$ cat src/rtl/serial_subtractor.sv
// Bit-serial unsigned subtractor computing a - b - bin LSB first, with valid/ready handshakes.
// Optional signed overflow output is enabled by defining SERIAL_SUBTRACTOR_OVF_EN.
module serial_subtractor #(
  parameter int WIDTH = 4
) (
  input  logic             clk,
  input  logic             rst,
  input  logic [WIDTH-1:0] a,
  input  logic [WIDTH-1:0] b,
  input  logic             bin,
  input  logic             in_valid,
  output logic             in_ready,
  output logic [WIDTH-1:0] diff,
  output logic             bout,
  output logic             out_valid,
  input  logic             out_ready
`ifdef SERIAL_SUBTRACTOR_OVF_EN
  ,
  output logic             ovf
`endif
);

  localparam int CW = (WIDTH > 2) ? $clog2(WIDTH) : 1;
  localparam logic [CW-1:0] LAST = CW'(WIDTH - 1);

  typedef enum logic [1:0] {
    IDLE = 2'd0,
    BUSY = 2'd1,
    DONE = 2'd2
  } state_t;

  state_t           state;
  logic [WIDTH-1:0] a_reg;
  logic [WIDTH-1:0] b_reg;
  logic [WIDTH-2:0] acc;
  logic [CW-1:0]    cnt;
  logic             br;

  logic             a_bit;
  logic             b_bit;
  logic             d_bit;
  logic             br_next;
  logic [WIDTH-1:0] shifted;

  // Single full-subtractor cell on the current bit.
  always_comb begin
    a_bit   = a_reg[cnt];
    b_bit   = b_reg[cnt];
    d_bit   = a_bit ^ b_bit ^ br;
    br_next = (~a_bit & b_bit) | (~(a_bit ^ b_bit) & br);
    shifted = {d_bit, acc};
  end

  always_ff @(posedge clk or posedge rst) begin
    if (rst) begin
      state     <= IDLE;
      a_reg     <= '0;
      b_reg     <= '0;
      acc       <= '0;
      cnt       <= '0;
      br        <= 1'b0;
      diff      <= '0;
      bout      <= 1'b0;
      out_valid <= 1'b0;
      in_ready  <= 1'b1;
`ifdef SERIAL_SUBTRACTOR_OVF_EN
      ovf       <= 1'b0;
`endif
    end else begin
      case (state)
        IDLE: begin
          if (in_valid) begin
            a_reg    <= a;
            b_reg    <= b;
            br       <= bin;
            cnt      <= '0;
            in_ready <= 1'b0;
            state    <= BUSY;
          end
        end
        BUSY: begin
          // acc holds the low WIDTH-1 result bits; the final bit completes diff directly.
          acc <= shifted[WIDTH-1:1];
          br  <= br_next;
          cnt <= cnt + CW'(1);
          if (cnt == LAST) begin
            diff      <= shifted;
            bout      <= br_next;
            out_valid <= 1'b1;
            state     <= DONE;
`ifdef SERIAL_SUBTRACTOR_OVF_EN
            ovf       <= (a_reg[WIDTH-1] != b_reg[WIDTH-1]) && (d_bit != a_reg[WIDTH-1]);
`endif
          end
        end
        DONE: begin
          if (out_ready) begin
            out_valid <= 1'b0;
            in_ready  <= 1'b1;
            state     <= IDLE;
          end
        end
        default: begin
          state     <= IDLE;
          out_valid <= 1'b0;
          in_ready  <= 1'b1;
        end
      endcase
    end
  end

endmodule

$ cat config.mk
export PLATFORM = sky130hd
export DESIGN_NAME = serial_subtractor
export DESIGN_NICKNAME = d
export VERILOG_FILES = /design/src/rtl/serial_subtractor.sv
export SDC_FILE = /design/constraint.sdc
export NUM_CORES = 1
export LEC_CHECK = 0
export CAP_MARGIN = 20
export CELL_PAD_IN_SITES_DETAIL_PLACEMENT = 1
export CELL_PAD_IN_SITES_GLOBAL_PLACEMENT = 1
export CORE_MARGIN = 5
export CORE_UTILIZATION = 43
export CTS_CLUSTER_SIZE = 14
export DETAILED_ROUTE_END_ITERATION = 10
export PLACE_DENSITY = 0.78
export SLEW_MARGIN = 10
export SYNTH_ARGS = -nofsm -noshare
export SYNTH_HDL_FRONTEND = slang
export SYNTH_SLANG_ARGS = --single-unit
$ cat constraint.sdc
create_clock -name clk -period 3.26 [get_ports clk]
set_input_delay 0.326 -clock clk [delete_from_list [all_inputs] [get_ports clk]]
set_output_delay 0.326 -clock clk [all_outputs]
set_load 0.1 [all_outputs]
After elaboration in Yosys (flattened, before gate mapping)

Cells that the tools add are included.

Flip-flop bits (word level): 23
Input bits: 13
Word-level logic and storage cells: 53

$add $sub $neg: 1
Magnitude comparators: 1
Equal/unequal tests: 6
Muxes and demuxes: 18
Bitwise logic cells: 9
Reduce and logical (&&, ||, !) cells: 8

Operators with widths:

| cell                  | count |
|---|---|
| $reduce_and A3 Y1     | 3 |
| $mux W2               | 4 |
| $mux W1               | 7 |
| $ne A2 B2 Y1 const B  | 3 |
| $pmux W1 S3           | 2 |
| $pmux W2 S3           | 1 |
| $reduce_and A2 Y1     | 3 |
| $bmux W1 S2           | 2 |
| $eq A2 B2 Y1 const B  | 2 |
| $not A1 Y1            | 4 |
| $pmux W2 S2           | 1 |
| $lt A2 B3 Y1 const B  | 1 |
| $add A2 B1 Y2 const B | 1 |
| $and A1 B1 Y1         | 2 |
| $eq A2 B1 Y1 const B  | 1 |
| $logic_not A2 Y1      | 1 |
| $pmux W1 S2           | 1 |
| $reduce_bool A2 Y1    | 1 |
| $xor A1 B1 Y1         | 2 |
| $or A1 B1 Y1          | 1 |

Longest topological paths before layout

Gate-level depths: netlist (run 1).

Depth in word-level cells: 7
Depth in mapped cells: 5
Gate-level depth less buffers: 5

Worst setup path after synthesis (run 1)

OpenSTA, ideal clock, no wires.

Path kind: reg-to-reg
Start point: register cnt[0]
End point: register bout
Setup time: 0.126 ns
Data arrival time: 1.546 ns
Slack: 1.588 ns
Cell stages (with the launch flop): 4
Buffers on the path: 0
Period minus slack after synthesis: 1.672 ns
Cells stage by stage: dfrtp_1 mux4_2 fa_1 mux2_2

Longest elaborated chain between the ends: 6
Elaborated cells on any way between the ends: 12
Classes of those cells: eq/ne: 1; mux: 4; bitwise: 6; reduce/logical: 1

Ends and longest elaborated chain:

| item                           | line   | RTL |
|---|---|---|
| from (decl)                    | 36     | `logic [CW-1:0] cnt;` |
| from (signal assigned)         | 85     | `cnt <= cnt + CW'(1);` |
| $bmux W1 S2 (on tied branches) | 47, 48 |  |
| $mux W1 (on tied branches)     | 47, 48 |  |
| $xor A1 B1 Y1                  | 50     | `br_next = (~a_bit & b_bit) \| (~(a_bit ^ b_bit) & br);` |
| $not A1 Y1                     | 50     |  |
| $and A1 B1 Y1                  | 50     |  |
| $or A1 B1 Y1 *                 | 50     |  |
| via br_next                    | 42     | `logic br_next;` |
| to (signal assigned)           | 88     | `bout <= br_next;` |
| to (decl)                      | 14     | `output logic bout,` |

Mark *: on every way through the listed nets, which the timed path passes. The rest lies on a longest branch. The select of a mux whose other input is x is not followed.
A chain may end at the register's enable or synchronous reset.

Worst setup path in the final report (run 1)

Start point: register in_ready
End point: output in_ready

RTL lines:

| item                   | line | RTL |
|---|---|---|
| from (decl)            | 12   | `output logic in_ready,` |
| from (signal assigned) | 65   | `in_ready <= 1'b1;` |
| from (signal assigned) | 77   | `in_ready <= 1'b0;` |
| from (signal assigned) | 99   | `in_ready <= 1'b1;` |

No word-level cell between the ends.

==> results of run 1 <==
[cells by family after synthesis]
kind of cell / after synthesis / share of synthesized area, %
flops: 23 / 55.8
fa+ha+maj: 2 / 3.15
compound gates: 10 / 6.42
simple gates: 17 / 12.1
buf+inv: 5 / 2.91
mux: 16 / 19.6
[routing by layer]
metal  part of all wire, %  global-route usage [%]  vias to the layer above
li1                      -                       -                      294
met1                    48                    14.5                      303
met2                    48                    21.1                       11
met3                   3.5                    2.61                        0
met4                     0                    1.94                        0
met5                     0                       0                        -
[cell usage in the layout (no fill, tap or decap), drive strengths merged]
cell,netlist,routed
clkbuf,0,4
a211oi,1,1
nor4b,1,1
dfrtp,22,22
o21ai,5,5
ha,1,1
nor2,4,4
nor2b,1,1
inv,3,3
fa,1,1
nand2,7,7
nor3,1,1
nand2b,2,2
clkdlybuf4s50,0,19
dfstp,1,1
mux2,14,14
o21bai,1,1
mux4,2,2
a21oi,3,3
nand3b,1,1
[worst register-to-register path, cell delays in order, from the launching register on]
cell	delay, ps
dfrtp_1	460
mux4_2	540
fa_1	400
mux2_2	270
[layout make-up]
class                      count  area [um^2]
inverter                       3         11.3
tap                           28         35.0
multi-input combinational     45          427
fill                         237          988
timing repair buffer          19          190
sequential                    23          577
clock buffer                   4         26.3
[worst paths after layout]
kind | cells past startpoint | slack [ps] | endpoint | from
min | 2 | 480 | diff[0] | rst
max | 1 | 950 | in_ready | in_ready
min reg2reg | 2 | 490 | diff[3] | diff[3]
min in group clk | 2 | 490 | diff[3] | diff[3]
max in group asynchronous | 2 | 2260 | a_reg[1] | rst
max reg2reg | 3 | 1490 | bout | cnt[0]
[synthesized netlist by cell type, drive strengths merged]
cell	n
nor4b	1
o21bai	1
nor2b	1
mux4	2
nand2	7
ha	1
dfrtp	22
nand2b	2
o21ai	5
a21oi	3
dfstp	1
nand3b	1
mux2	14
nor2	4
nor3	1
a211oi	1
inv	3
buf	2
fa	1
[metrics by stage]
| step | hold WS, ps | instance area [um^2] | utilization, % |
|---|---|---|---|
| final | 483 | 1270 | 56.2 |
| after global routing | 534 | 1270 | 56.2 |
| after CTS | 500 | 1270 | 56.2 |
| after detailed placement | 474 | 1240 | 55.0 |
| after global placement | 460 | 1240 | 55.0 |
| after floorplan | 327 | 1030 | - |
==> impl_metrics.env, run 1 <==
export IMPL_status="completed"
export IMPL_grt_pass1_wl_um=3170
export IMPL_crit_chain="clkdlybuf4s50_1"
export IMPL_dp_cells=118
export IMPL_synth_net_count=88
export IMPL_cp_top_family="buffers and inverters"
export IMPL_fmax_mhz=432
export IMPL_final_setup_worst_slack_ps=947
export IMPL_skew_ps=0.911
export IMPL_tns_ps=0
export IMPL_yosys_area_top_type="dfrtp_1"
export IMPL_drtIter0Drc=5
export IMPL_slew_headroom_pct=35.4
export IMPL_die_h_um=59.0
export IMPL_start_util_pct=45.8
export IMPL_cts_buffers=3
export IMPL_worstMarginPinSlew_ps=967
export IMPL_wl_per_cell_um=13.9
export IMPL_cts_buffer_depth=2
export IMPL_syn_instance_count=73
export IMPL_grt_pass1_vias=730
export IMPL_clk_latency_ps=300
export IMPL_rsz0062_at_grt="no"
export IMPL_core_area_mm2=0.00225
export IMPL_synth_area_mm2=0.00103
export IMPL_h_tree_depth=1
export IMPL_cpMaxStageDelayCell="clkdlybuf4s50_1"
export IMPL_drtAntennaViolNets=0
export IMPL_routed_wirelength_um=1700
export IMPL_cts_tree="done"
export IMPL_crit_type="flip-flop to output pin"
export IMPL_slowest_delay_ps=1130
export IMPL_clk_pin_slew_ps=120
export IMPL_fin_nets=110
export IMPL_ys_ff_latch=23
export IMPL_hold_class="input port to asynchronous set/reset pin"
export IMPL_cap_violations=0
export IMPL_grtUsageTotal_pct=11.8
export IMPL_final_setup_viol_count=0
export IMPL_synthTopCellsByArea="dfrtp_1, mux2_2, mux4_2"
export IMPL_first_pass_iters=3
export IMPL_required_ps=2930
export IMPL_ys_warn_count=0
export IMPL_synth_cell_types=22
export IMPL_die_w_um=59.0
export IMPL_fin_crit_ps=2310
export IMPL_holdBufCountCts=0
export IMPL_seq_area_frac_synth_pct=55.8
export IMPL_crit_fanout=3
export IMPL_avgSynthCellArea_um2=14.2
export IMPL_drc=0
export IMPL_yosysTopAreaCellShare_pct=53.3
export IMPL_num_rows=17
export IMPL_cts_sinks=23
export IMPL_n_antenna_cell=0
export IMPL_layout_drive_gt1_share_pct=26.6
export IMPL_vias_per_cell=4.98
export IMPL_dieArea_mm2=0.00348
export IMPL_postCtsSetupRepairBufs=0
export IMPL_cts_resized=0
export IMPL_cp_data_arrival_time_ps=1990
export IMPL_io_buffers=19
export IMPL_final_hold_viol_count=0
export IMPL_num_vias=608
export IMPL_end_kind="output pin"
export IMPL_ios=20
export IMPL_finalWeightedCongestion=0.693
export IMPL_timing_critical_path_buf_inv=1
export IMPL_ctsRootBufferMaster="clkbuf_4"
export IMPL_grt_max_degree=24
export IMPL_hpwlAfterDp_um=1350
export IMPL_critPathLaunchType="flip-flop"
export IMPL_post_place_ws_ps=1280
export IMPL_final_period_utilization_pct=70.9
export IMPL_antenna_found_initial=0
export IMPL_slew_viol_final=0
export IMPL_areaGrowthSynthToFinish_pct=22.5
export IMPL_gr_total_overflow=0
export IMPL_layoutNonFillerInstCount=122
Power of run 1 is not shown: default switching activity piles up to over one toggle a cycle in this logic, so the estimate is an artifact.
==> run 2: changes to the inputs <==
CORE_UTILIZATION = 36   (was 43)
PLACE_DENSITY = 0.69   (was 0.78)
clock period = 1.94 ns   (was 3.26 ns; I/O delays follow)
==> run 2 against run 1 <==
Non-clock buffer count grew 1. Worst hold slack lost 260 ps. Global-route usage shrank 0.88 points. Core utilization shrank 10 points. Sequential share of layout area grew 0.18 points. Final area shrank 0.39%. Critical path depth grew 2. Via count grew 4.1%. Largest cell class unchanged.
==> impl_metrics.env, run 2 (synthesis gave the netlist of run 1 again) <==
export IMPL_status="completed"
export IMPL_postCtsSetupRepairBufs=0
export IMPL_worstSetupEndpoint="bout"
export IMPL_dp_cells=122
export IMPL_grt_pass1_vias=764
export IMPL_cts_sinks=23
export IMPL_areaGrowthSynthToFinish_pct=22.0
export IMPL_finalWeightedCongestion=0.663
export IMPL_die_w_um=63.6
export IMPL_drtAntennaViolNets=0
export IMPL_crit_fanout=5
export IMPL_antenna_found_initial=0
export IMPL_gr_total_overflow=0
export IMPL_fmax_mhz=563
export IMPL_ios=20
export IMPL_hold_class="input port to asynchronous set/reset pin"
export IMPL_layout_drive_gt1_share_pct=35.8
export IMPL_final_period_utilization_pct=91.5
export IMPL_io_buffers=19
export IMPL_critPathLaunchType="flip-flop"
export IMPL_fillers=289
export IMPL_grtUsageTotal_pct=10.9
export IMPL_drc=0
export IMPL_end_kind="flip-flop"
export IMPL_cts_resized=0
export IMPL_die_h_um=63.6
export IMPL_cts_buffers=3
export IMPL_holdBufCountCts=0
export IMPL_whs_ps=218
export IMPL_cp_data_arrival_time_ps=1970
export IMPL_tns_ps=0
export IMPL_required_ps=2140
export IMPL_routed_wirelength_um=1950
export IMPL_crit_type="flip-flop to flip-flop"
export IMPL_cap_violations=0
export IMPL_slew_viol_final=0
export IMPL_wl_per_cell_um=15.5
export IMPL_post_place_ws_ps=177
export IMPL_cts_tree="done"
export IMPL_grt_pass1_wl_um=3470
export IMPL_skew_ps=1.94
export IMPL_hpwlAfterDp_um=1500
export IMPL_r2r_start="cnt[0]"
export IMPL_dieArea_mm2=0.00404
export IMPL_slew_headroom_pct=72.6
export IMPL_cp_startpoint="cnt[0]"
export IMPL_h_tree_depth=1
export IMPL_start_util_pct=37.5
export IMPL_clk_latency_ps=300
export IMPL_r2r_cells=3
export IMPL_rsz0062_at_grt="no"
export IMPL_reg2reg_slack_ps=160
export IMPL_drtIter0Drc=15
export IMPL_fin_crit_ps=1780
export IMPL_core_area_mm2=0.00276
export IMPL_clk_pin_slew_ps=120
export IMPL_vias_per_cell=5.02
export IMPL_final_hold_viol_count=0
export IMPL_worstMarginPinSlew_ps=411
export IMPL_ctsRootBufferMaster="clkbuf_4"
export IMPL_final_setup_viol_count=0
export IMPL_first_pass_iters=5
export IMPL_final_cell_mix="dfrtp_1, mux2_2, clkdlybuf4s50_1"
export IMPL_layoutNonFillerInstCount=126
export IMPL_final_common_cell="dfrtp_1"
export IMPL_cts_buffer_depth=2
export IMPL_fin_nets=111
export IMPL_num_vias=633
export IMPL_final_setup_worst_slack_ps=164
export IMPL_r2r_end="bout"
export IMPL_n_antenna_cell=0
export IMPL_grt_max_degree=24
export IMPL_num_rows=19
[run 2: cell count changes in the layout (fill, tap and decap cells not counted)]
cell	before	now
clkdlybuf4s50_1	19	12
clkinv_2	0	1
buf_4	0	8
clkbuf_1	1	0
[run 2: layout make-up]
class                      count  area, um^2  area share (%)
tap                           31        38.8            3.08
clock inverter                 1        5.00           0.397
inverter                       3        11.3           0.893
sequential                    23         577            45.7
multi-input combinational     45         427            33.8
clock buffer                   3        22.5            1.79
timing repair buffer          20         180            14.3
[run 2: worst min-delay path by stage]
stage                       start       end  slack (ps)  depth (start not counted)
after global placement    diff[3]   diff[3]         470                          2
after CTS                     rst  b_reg[1]         220                          3
after floorplan               rst  a_reg[0]         200                          1
final                         rst   diff[0]         220                          3
after detailed placement   acc[0]    acc[0]         490                          1
after global routing          rst   diff[0]         230                          3
[run 2: metal layers]
metal / routed length, um / GRT usage (%) / share of wire, %
met5: 0 / 0 / 0
met1: 813 / 12.4 / 42
met4: 17 / 3.90 / 0.87
met2: 1020 / 18.5 / 52
met3: 99 / 3.91 / 5.1
[run 2: metrics by stage]
stage | cell area (um^2) | utilization, %
3_3_place_gp | 1230 | 44.7
3_5_place_dp | 1230 | 44.7
4_1_cts | 1260 | 45.7
5_1_grt | 1260 | 45.7
2_1_floorplan | 1030 | -
6_report | 1260 | 45.7
[run 2: critical path, stage by stage, from the launching register on]
cell     delay [ps]
dfrtp_1         460
mux4_2          540
fa_1            400
mux2_2          270
Power of run 2 is left out for the same reason.
